`src/rtl/uart_pkg.sv`:
```
// Shared types for the parametrised UART transmitter.
// Parity modes and transmit FSM states.
package uart_pkg;

  typedef enum logic [1:0] {
    PAR_NONE,
    PAR_EVEN,
    PAR_ODD,
    PAR_RSVD
  } parity_t;

  typedef enum logic [2:0] {
    IDLE,
    START,
    DATA,
    PARITY,
    STOP
  } tx_state_t;

endpackage

```
`src/rtl/uart_baud_tick.sv`:
```
// Bit-period divider for the UART transmitter.
// Ticks in the last clock of each bit period while enabled.
module uart_baud_tick #(
  parameter int unsigned CLKS_PER_BIT = 16
) (
  input  logic clock_i,
  input  logic reset_n_i,
  input  logic clear_i,
  input  logic enable_i,
  output logic tick_o
);

  localparam int unsigned CW =
    (CLKS_PER_BIT > 1) ? $clog2(CLKS_PER_BIT) : 1;
  localparam logic [CW-1:0] LAST = CW'(CLKS_PER_BIT - 1);

  logic [CW-1:0] cnt_q, cnt_d;

  assign tick_o = enable_i && (cnt_q == LAST);

  // Count within a bit; wrap only on the bit boundary.
  always_comb begin
    cnt_d = cnt_q;
    if (clear_i || tick_o) begin
      cnt_d = '0;
    end else if (enable_i) begin
      cnt_d = cnt_q + 1'b1;
    end
  end

  // Counter register with synchronous reset.
  always_ff @(posedge clock_i) begin
    if (!reset_n_i) begin
      cnt_q <= '0;
    end else begin
      cnt_q <= cnt_d;
    end
  end

endmodule

```
`src/rtl/uart_tx_frame.sv`:
```
// Parametrised UART transmitter: LSB first, optional parity,
// one or two stop bits, valid/ready word input.
module uart_tx_frame
  import uart_pkg::*;
#(
  parameter int unsigned DATA_BITS    = 8,
  parameter int unsigned CLKS_PER_BIT = 16
) (
  input  logic                 clock,
  input  logic                 reset_n,
  input  logic [DATA_BITS-1:0] tx_data,
  input  logic                 tx_valid,
  output logic                 tx_ready,
  input  logic [1:0]           parity_mode,
  input  logic                 two_stop,
  output logic                 serial_out,
  output logic                 busy,
  output logic                 frame_done
);

  localparam int unsigned IW = $clog2(DATA_BITS);
  localparam logic [IW-1:0] LAST_IDX = IW'(DATA_BITS - 1);

  tx_state_t            state_q, state_d;
  logic [DATA_BITS-1:0] shreg_q, shreg_d;
  logic [IW-1:0]        idx_q, idx_d;
  logic                 par_en_q, par_en_d;
  logic                 par_bit_q, par_bit_d;
  logic                 two_q, two_d;
  logic                 stop2_q, stop2_d;
  logic                 so_q, so_d;
  logic                 done_q, done_d;
  logic                 busy_q;
  logic                 accept;
  logic                 tick;
  parity_t              pmode;

  assign pmode      = parity_t'(parity_mode);
  assign tx_ready   = (state_q == IDLE) && reset_n;
  assign accept     = tx_valid && tx_ready;
  assign serial_out = so_q;
  assign busy       = busy_q;
  assign frame_done = done_q;

  uart_baud_tick #(
    .CLKS_PER_BIT(CLKS_PER_BIT)
  ) u_baud (
    .clock_i  (clock),
    .reset_n_i(reset_n),
    .clear_i  (accept),
    .enable_i (state_q != IDLE),
    .tick_o   (tick)
  );

  // Next state, line level and done pulse; line lags state by one clock.
  always_comb begin
    state_d   = state_q;
    shreg_d   = shreg_q;
    idx_d     = idx_q;
    par_en_d  = par_en_q;
    par_bit_d = par_bit_q;
    two_d     = two_q;
    stop2_d   = stop2_q;
    so_d      = 1'b1;
    done_d    = 1'b0;
    unique case (state_q)
      IDLE: begin
        if (accept) begin
          state_d   = START;
          shreg_d   = tx_data;
          idx_d     = '0;
          stop2_d   = 1'b0;
          two_d     = two_stop;
          par_en_d  = (pmode == PAR_EVEN) ||
                      (pmode == PAR_ODD);
          par_bit_d = (^tx_data) ^ (pmode == PAR_ODD);
        end
      end
      START: begin
        so_d = 1'b0;
        if (tick) state_d = DATA;
      end
      DATA: begin
        so_d = shreg_q[0];
        if (tick) begin
          shreg_d = shreg_q >> 1;
          if (idx_q == LAST_IDX) begin
            state_d = par_en_q ? PARITY : STOP;
          end else begin
            idx_d = idx_q + 1'b1;
          end
        end
      end
      PARITY: begin
        so_d = par_bit_q;
        if (tick) state_d = STOP;
      end
      STOP: begin
        so_d = 1'b1;
        if (tick) begin
          if (two_q && !stop2_q) begin
            stop2_d = 1'b1;
          end else begin
            state_d = IDLE;
            done_d  = 1'b1;
          end
        end
      end
      default: state_d = IDLE;
    endcase
  end

  // State and registered outputs; reset abandons any frame.
  always_ff @(posedge clock) begin
    if (!reset_n) begin
      state_q   <= IDLE;
      shreg_q   <= '0;
      idx_q     <= '0;
      par_en_q  <= 1'b0;
      par_bit_q <= 1'b0;
      two_q     <= 1'b0;
      stop2_q   <= 1'b0;
      so_q      <= 1'b1;
      done_q    <= 1'b0;
      busy_q    <= 1'b0;
    end else begin
      state_q   <= state_d;
      shreg_q   <= shreg_d;
      idx_q     <= idx_d;
      par_en_q  <= par_en_d;
      par_bit_q <= par_bit_d;
      two_q     <= two_d;
      stop2_q   <= stop2_d;
      so_q      <= so_d;
      done_q    <= done_d;
      busy_q    <= (state_d != IDLE);
    end
  end

endmodule

```
`config.mk`:
```
export PLATFORM = sky130hd
export DESIGN_NAME = uart_tx_frame
export DESIGN_NICKNAME = d
export VERILOG_FILES = /design/src/rtl/uart_pkg.sv /design/src/rtl/uart_baud_tick.sv /design/src/rtl/uart_tx_frame.sv
export SDC_FILE = /design/constraint.sdc
export NUM_CORES = 1
export LEC_CHECK = 0
export BUFFER_PORTS_ARGS = -buffer_cell sky130_fd_sc_hd__buf_4
export CAP_MARGIN = 20
export CELL_PAD_IN_SITES_DETAIL_PLACEMENT = 1
export CELL_PAD_IN_SITES_GLOBAL_PLACEMENT = 1
export CORE_ASPECT_RATIO = 0.75
export CORE_UTILIZATION = 41
export CTS_CLUSTER_DIAMETER = 80
export CTS_CLUSTER_SIZE = 20
export DETAILED_ROUTE_END_ITERATION = 7
export PLACE_DENSITY_LB_ADDON = 0.08
export SETUP_SLACK_MARGIN = 0.15
export SLEW_MARGIN = 40
export SYNTH_ARGS = -nofsm -noshare
export SYNTH_HDL_FRONTEND = slang
export SYNTH_SLANG_ARGS = --single-unit
```
`constraint.sdc`:
```
create_clock -name clock -period 1.86 [get_ports clock]
set_input_delay 0.372 -clock clock [delete_from_list [all_inputs] [get_ports clock]]
set_output_delay 0.372 -clock clock [all_outputs]
set_load 0.02 [all_outputs]
```
Word-level counts from Yosys, hierarchy flattened
Cells that the tools add are included.
W data, S select, Z words.
- register bits after elaboration: 25
- output and inout port bits: 4
- word-level logic and storage cells: 69
- multiplexer cells: 22
- equal/unequal tests: 13
- bitwise gates (word level): 2
- add/subtract/negate cells: 2
- reduce and logical (&&, ||, !) cells: 19
- operators by type and width (operator ; count):
    $mux W3 ; 11
    $mux W8 ; 2
    $pmux W8 S2 ; 1
    $pmux W3 S5 ; 1
    $reduce_and A4 Y1 ; 2
    $reduce_xor A8 Y1 ; 1
    $eq A3 B2 Y1 const B ; 2
    $eq A3 B3 Y1 const B ; 2
    $ne A2 B1 Y1 const B ; 3
    $pmux W3 S2 ; 1
    $reduce_and A3 Y1 ; 2
    $reduce_bool A3 Y1 ; 2
    $add A4 B1 Y4 const B ; 1
    $eq A4 B4 Y1 const B ; 1
    $logic_and A1 B1 Y1 ; 4
    $mux W1 ; 4
    $ne A2 B2 Y1 const B ; 2
    $reduce_bool A2 Y1 ; 2
    $add A3 B1 Y3 const B ; 1
    $eq A3 B1 Y1 const B ; 1
    $logic_not A3 Y1 ; 1
    $pmux W1 S3 ; 1
    $eq A2 B1 Y1 const B ; 1
    $eq A2 B2 Y1 const B ; 1
    other kinds (7) ; 8

Longest topological paths before layout
- word-level depth: 6
- gate-level depth with buffers: 7
- gate-level depth less buffers: 6

Hierarchy
A second synthesis with hierarchy kept.
- cells, all modules: 150
- area, all modules: 1320.0 µm²
- modules (own cells, without submodules) (module ; area an instance (µm²) ; seq. area each (µm²) ; cells each ; instances):
    uart_tx_frame ; 1139.8 ; 420.4 ; 133 ; 1
    uart_baud_tick ; 180.2 ; 80.1 ; 17 ; 1

Least setup slack after synthesis
No wires, ideal clock.
- path kind: flip-flop to flip-flop
- start: reg state_q[0]
- end: reg idx_q[0]
- data arrival time: 1.554 ns
- cell stages (with the launch flop): 5
- data required time: 1.786 ns
- setup time: 0.074 ns
- path slack: 0.231 ns
- cells stage by stage: dfxtp_1 > nor4b_4 > a21boi_1 > or4_1 > a31oi_1
- longest elaborated chain between the ends: 5
- elaborated cells on any way between the ends: 12
- those cells by class: 4 x eq/ne; 1 x mux; 7 x reduce/logical
- ends and longest elaborated chain (item ; RTL line ; source):
    start, declared ; uart_tx_frame.sv:24 ; tx_state_t state_q, state_d;
    start signal, assigned ; uart_tx_frame.sv:127 ; state_q <= state_d;
    $logic_not A3 Y1 ; uart_tx_frame.sv:39 ; assign tx_ready = (state_q == IDLE) && reset_n;
    $logic_and A1 B1 Y1 ; uart_tx_frame.sv:39 ;
    net tx_ready ; uart_tx_frame.sv:13 ; output logic tx_ready,
    $logic_and A1 B1 Y1 ; uart_tx_frame.sv:40 ; assign accept = tx_valid && tx_ready;
    $ne A2 B1 Y1 (no line) ; - ;
    $reduce_and A4 Y1 (no line) ; - ;
    end signal, assigned ; uart_tx_frame.sv:129 ; idx_q <= idx_d;
    end, declared ; uart_tx_frame.sv:26 ; logic [IW-1:0] idx_q, idx_d;
The timed path passes the listed nets, and every way through them passes these cells.
A chain may end at the register's enable or synchronous reset.

Worst setup path in the final report
- start: reg u_baud.cnt_q[0]
- end: reg busy_q (netlist: busy)
- longest elaborated chain between the ends: 5
- elaborated cells on any way between the ends: 8
- those cells by class: 1 x eq/ne; 5 x mux; 2 x reduce/logical
- ends and longest elaborated chain (item ; RTL line ; source):
    start, declared ; uart_baud_tick.sv:17 ; logic [CW-1:0] cnt_q, cnt_d;
    start signal, assigned ; uart_baud_tick.sv:36 ; cnt_q <= cnt_d;
    $eq A4 B4 Y1 * ; uart_baud_tick.sv:19 ; assign tick_o = enable_i && (cnt_q == LAST);
    $logic_and A1 B1 Y1 * ; uart_baud_tick.sv:19 ;
    $mux W3, on equally long branches ; - ;
    $pmux W3 S5 * ; uart_tx_frame.sv:66 ; unique case (state_q)
    $reduce_bool A3 Y1 * ; uart_tx_frame.sv:136 ; busy_q <= (state_d != IDLE);
    end signal, assigned ; uart_tx_frame.sv:136 ;
    end, declared ; uart_tx_frame.sv:33 ; logic busy_q;
Mark *: on every way between the ends. The rest lies on a longest branch, timed or not.

==> impl_metrics.env <==
export IMPL_status="finished clean"
export IMPL_maxCapViolCount=0
export IMPL_cts_sinks=25
export IMPL_cts_root_buf="clkbuf_8"
export IMPL_cp_required_ns=2.01
export IMPL_vdd_ir_drop_worst_mv=0.455
export IMPL_antennaDiodeCount=0
export IMPL_fin_tns_setup_ns=0
export IMPL_route_met3_wl_um=117
export IMPL_timing_fmax_mhz=602
export IMPL_cts_tree="built"
export IMPL_drt_pass1_iterations=4
export IMPL_drive_gt1_share_pct=22.4
export IMPL_initial_core_util_pct=43.2
export IMPL_min_period_ns=1.66
export IMPL_setup_violations_final=0
export IMPL_top_layer_used="met4"
export IMPL_end_kind="register"
export IMPL_viasPerCell=5.58
export IMPL_io_pins=18
export IMPL_async_flop_share_pct=0
export IMPL_grt_pass1_wl_um=5460
export IMPL_hold_violations=0
export IMPL_rsz0062_at_grt="yes"
export IMPL_dieArea_um2=3340
export IMPL_critical_path_class="reg2reg"
export IMPL_ys_types=40
export IMPL_path_max_fanout=10
export IMPL_avgSynthCellArea_um2=8.40
export IMPL_crit_path_start_kind="register"
export IMPL_ys_flop_type="dfxtp_1"
export IMPL_max_slew_margin_pct=64.7
export IMPL_track_usage_pct=21.8
export IMPL_globalRouteOverflowTotal=0
export IMPL_cts_buffer_depth=2
export IMPL_fillers=354
export IMPL_core_area_um2=2960
export IMPL_yosysWarnings=0
export IMPL_drt_first_iter_violations=39
export IMPL_wl_met1_um=1570
export IMPL_min_path_type="in2reg"
export IMPL_syn_area_um2=1280
export IMPL_post_place_ws_ns=0.0941
export IMPL_leakage_nw=0.638
export IMPL_power_density_nw_per_um2=698
export IMPL_gp_congestion=0.815
export IMPL_grt_max_degree=17
export IMPL_syn_inst=152
export IMPL_postLayoutSetupSlackWorst_ns=0.198
export IMPL_routed_via_count=1182
export IMPL_htreeDepth=1
export IMPL_yosys_area_top_type_share_pct=39.2
export IMPL_nets=193
export IMPL_arrival_ns=1.81
export IMPL_cts_made_buffers=3
export IMPL_routed_wl_um=3280
export IMPL_finalCritPeriodShare_pct=89.4
export IMPL_io_buffers=17
export IMPL_fp_dieH_um=50.3
export IMPL_antenna_found_initial=0
export IMPL_fin_worst_skew_ns=0.00941
export IMPL_wl_per_cell_um=15.5
export IMPL_syn2layout_area_growth_pct=20.6
export IMPL_clock_latency_ns=0.27
export IMPL_syn_num_nets=170
export IMPL_rows=17
export IMPL_die_w_um=66.4
export IMPL_maxSlewViolCount=0
export IMPL_path_clk_slew_ns=0.09
export IMPL_synthTopCellsByArea="dfxtp_1, nand2_1, nor2_1"
export IMPL_synth_top_area_cell="dfxtp_1"
export IMPL_route_met2_wl_um=1580
export IMPL_ys_ff_latch=25
export IMPL_drc_errors=0
export IMPL_antenna_left=0
export IMPL_first_global_vias=1198
export IMPL_synth_edf_count=0
export IMPL_yosysSeqAreaShare_pct=39.2
export IMPL_worst_pin_slew_ns=0.529
export IMPL_dp_hpwl_um=2410
[final cells by class]
type | instances | area, um^2 | share of cell area (%)
Clock buffer | 3 | 41.3 | 2.68
Clock inverter | 1 | 5.00 | 0.325
Inverter | 5 | 18.8 | 1.22
Multi-Input combinational cell | 115 | 738 | 48.0
Sequential cell | 25 | 500 | 32.5
Tap cell | 38 | 47.5 | 3.09
Timing Repair Buffer | 25 | 188 | 12.2
[routing by layer]
layer	track usage [%]	vias up
met5	0	-
met4	6.03	0
met3	5.68	2
met2	36.9	19
met1	27.3	571
li1	-	590
[stage by stage]
step | power, mW | hold WS, ns | std cells | util (%) | area [um^2]
after floorplan | 0.691 | 0.443 | 152 | - | 1280
after global placement | 0.747 | 0.464 | 205 | 49.0 | 1450
after detailed placement | 0.753 | 0.469 | 205 | 49.0 | 1450
after CTS | 1.08 | 0.292 | 212 | 51.6 | 1530
after global routing | 1.13 | 0.317 | 212 | 52.1 | 1540
final | 1.07 | 0.290 | 212 | 52.1 | 1540
[final timing paths]
check	start	end	slack (ns)	depth (start not counted)
min reg2reg	two_q	two_q	0.48	2
max	u_baud.cnt_q[0]	busy	0.20	5
max reg2reg	u_baud.cnt_q[0]	busy	0.20	5
min	two_stop	two_q	0.29	3
[critical path, cell delays in order, from the launching register on]
cell and delay, ns:
dfxtp_1 0.39, ha_1 0.26, and3_2 0.34, o21ai_0 0.14, a21oi_1 0.24, o221ai_1 0.16
[cell usage after synthesis, types with 2 or more instances]
cell	instances
dfxtp_1	25
nand2_1	25
nor2_1	17
o21ai_0	9
a21oi_1	7
a311oi_1	7
inv_1	5
nand3_1	5
ha_1	4
nor3b_1	4
xnor2_1	4
clkbuf_1	3
nor3_1	3
a22o_2	2
a31oi_1	2
and3_1	2
buf_2	2
nand4b_1	2
nor2b_1	2
xor2_1	2
[where the power goes]
part           switching, mW  internal [mW]  leakage (nW)
Sequential            0.0168          0.560         0.204
Combinational         0.0839         0.0891         0.409
Clock                  0.174          0.150        0.0255
[layout by cell type, fill, tap and decap left out, types with 2 or more instances in the layout]
master and n:
dfxtp_1 25, a31oi_1 2, inv_1 5, a21oi_1 7
clkbuf_8 3, xnor2_1 4, nand4b_1 2, nor3b_1 3
nor3_1 3, ha_1 4, nor2_1 17, buf_4 25
nand3_1 4, o21ai_0 9, a311oi_1 7, nand2_1 25
xor2_1 2, nor2b_1 2
[timing repair]
item                       in CTS  in global routing
hold buffers                    0                  0
cloned                          0                  0
hold endpoints to repair        0                  0
setup buffers                   3                  0
pin swaps                       1                  0
gates resized for setup         1                  4
setup endpoints to repair       8                  9
[sequential cells by signal, indices dropped and copies added, names as in the netlist]
| register | cells |
|---|---|
| busy | 1 |
| frame_done | 1 |
| idx_q | 3 |
| par_bit_q | 1 |
| par_en_q | 1 |
| serial_out | 1 |
| shreg_q | 8 |
| state_q | 3 |
| stop2_q | 1 |
| two_q | 1 |
| u_baud.cnt_q | 4 |
[cell families (layout without fill, tap and decap cells)]
group	after synthesis	count (layout)	synth area share, %
and+or+nand+nor	68	68	27.1
AOI/OAI and AO/OA	36	36	19.3
DFF	25	25	39.2
buffers and inverters	12	34	4.61
xor gates and xnor gates	7	7	5.88
adders and majority gates	4	4	3.92
(Power assumes the default switching activity.)
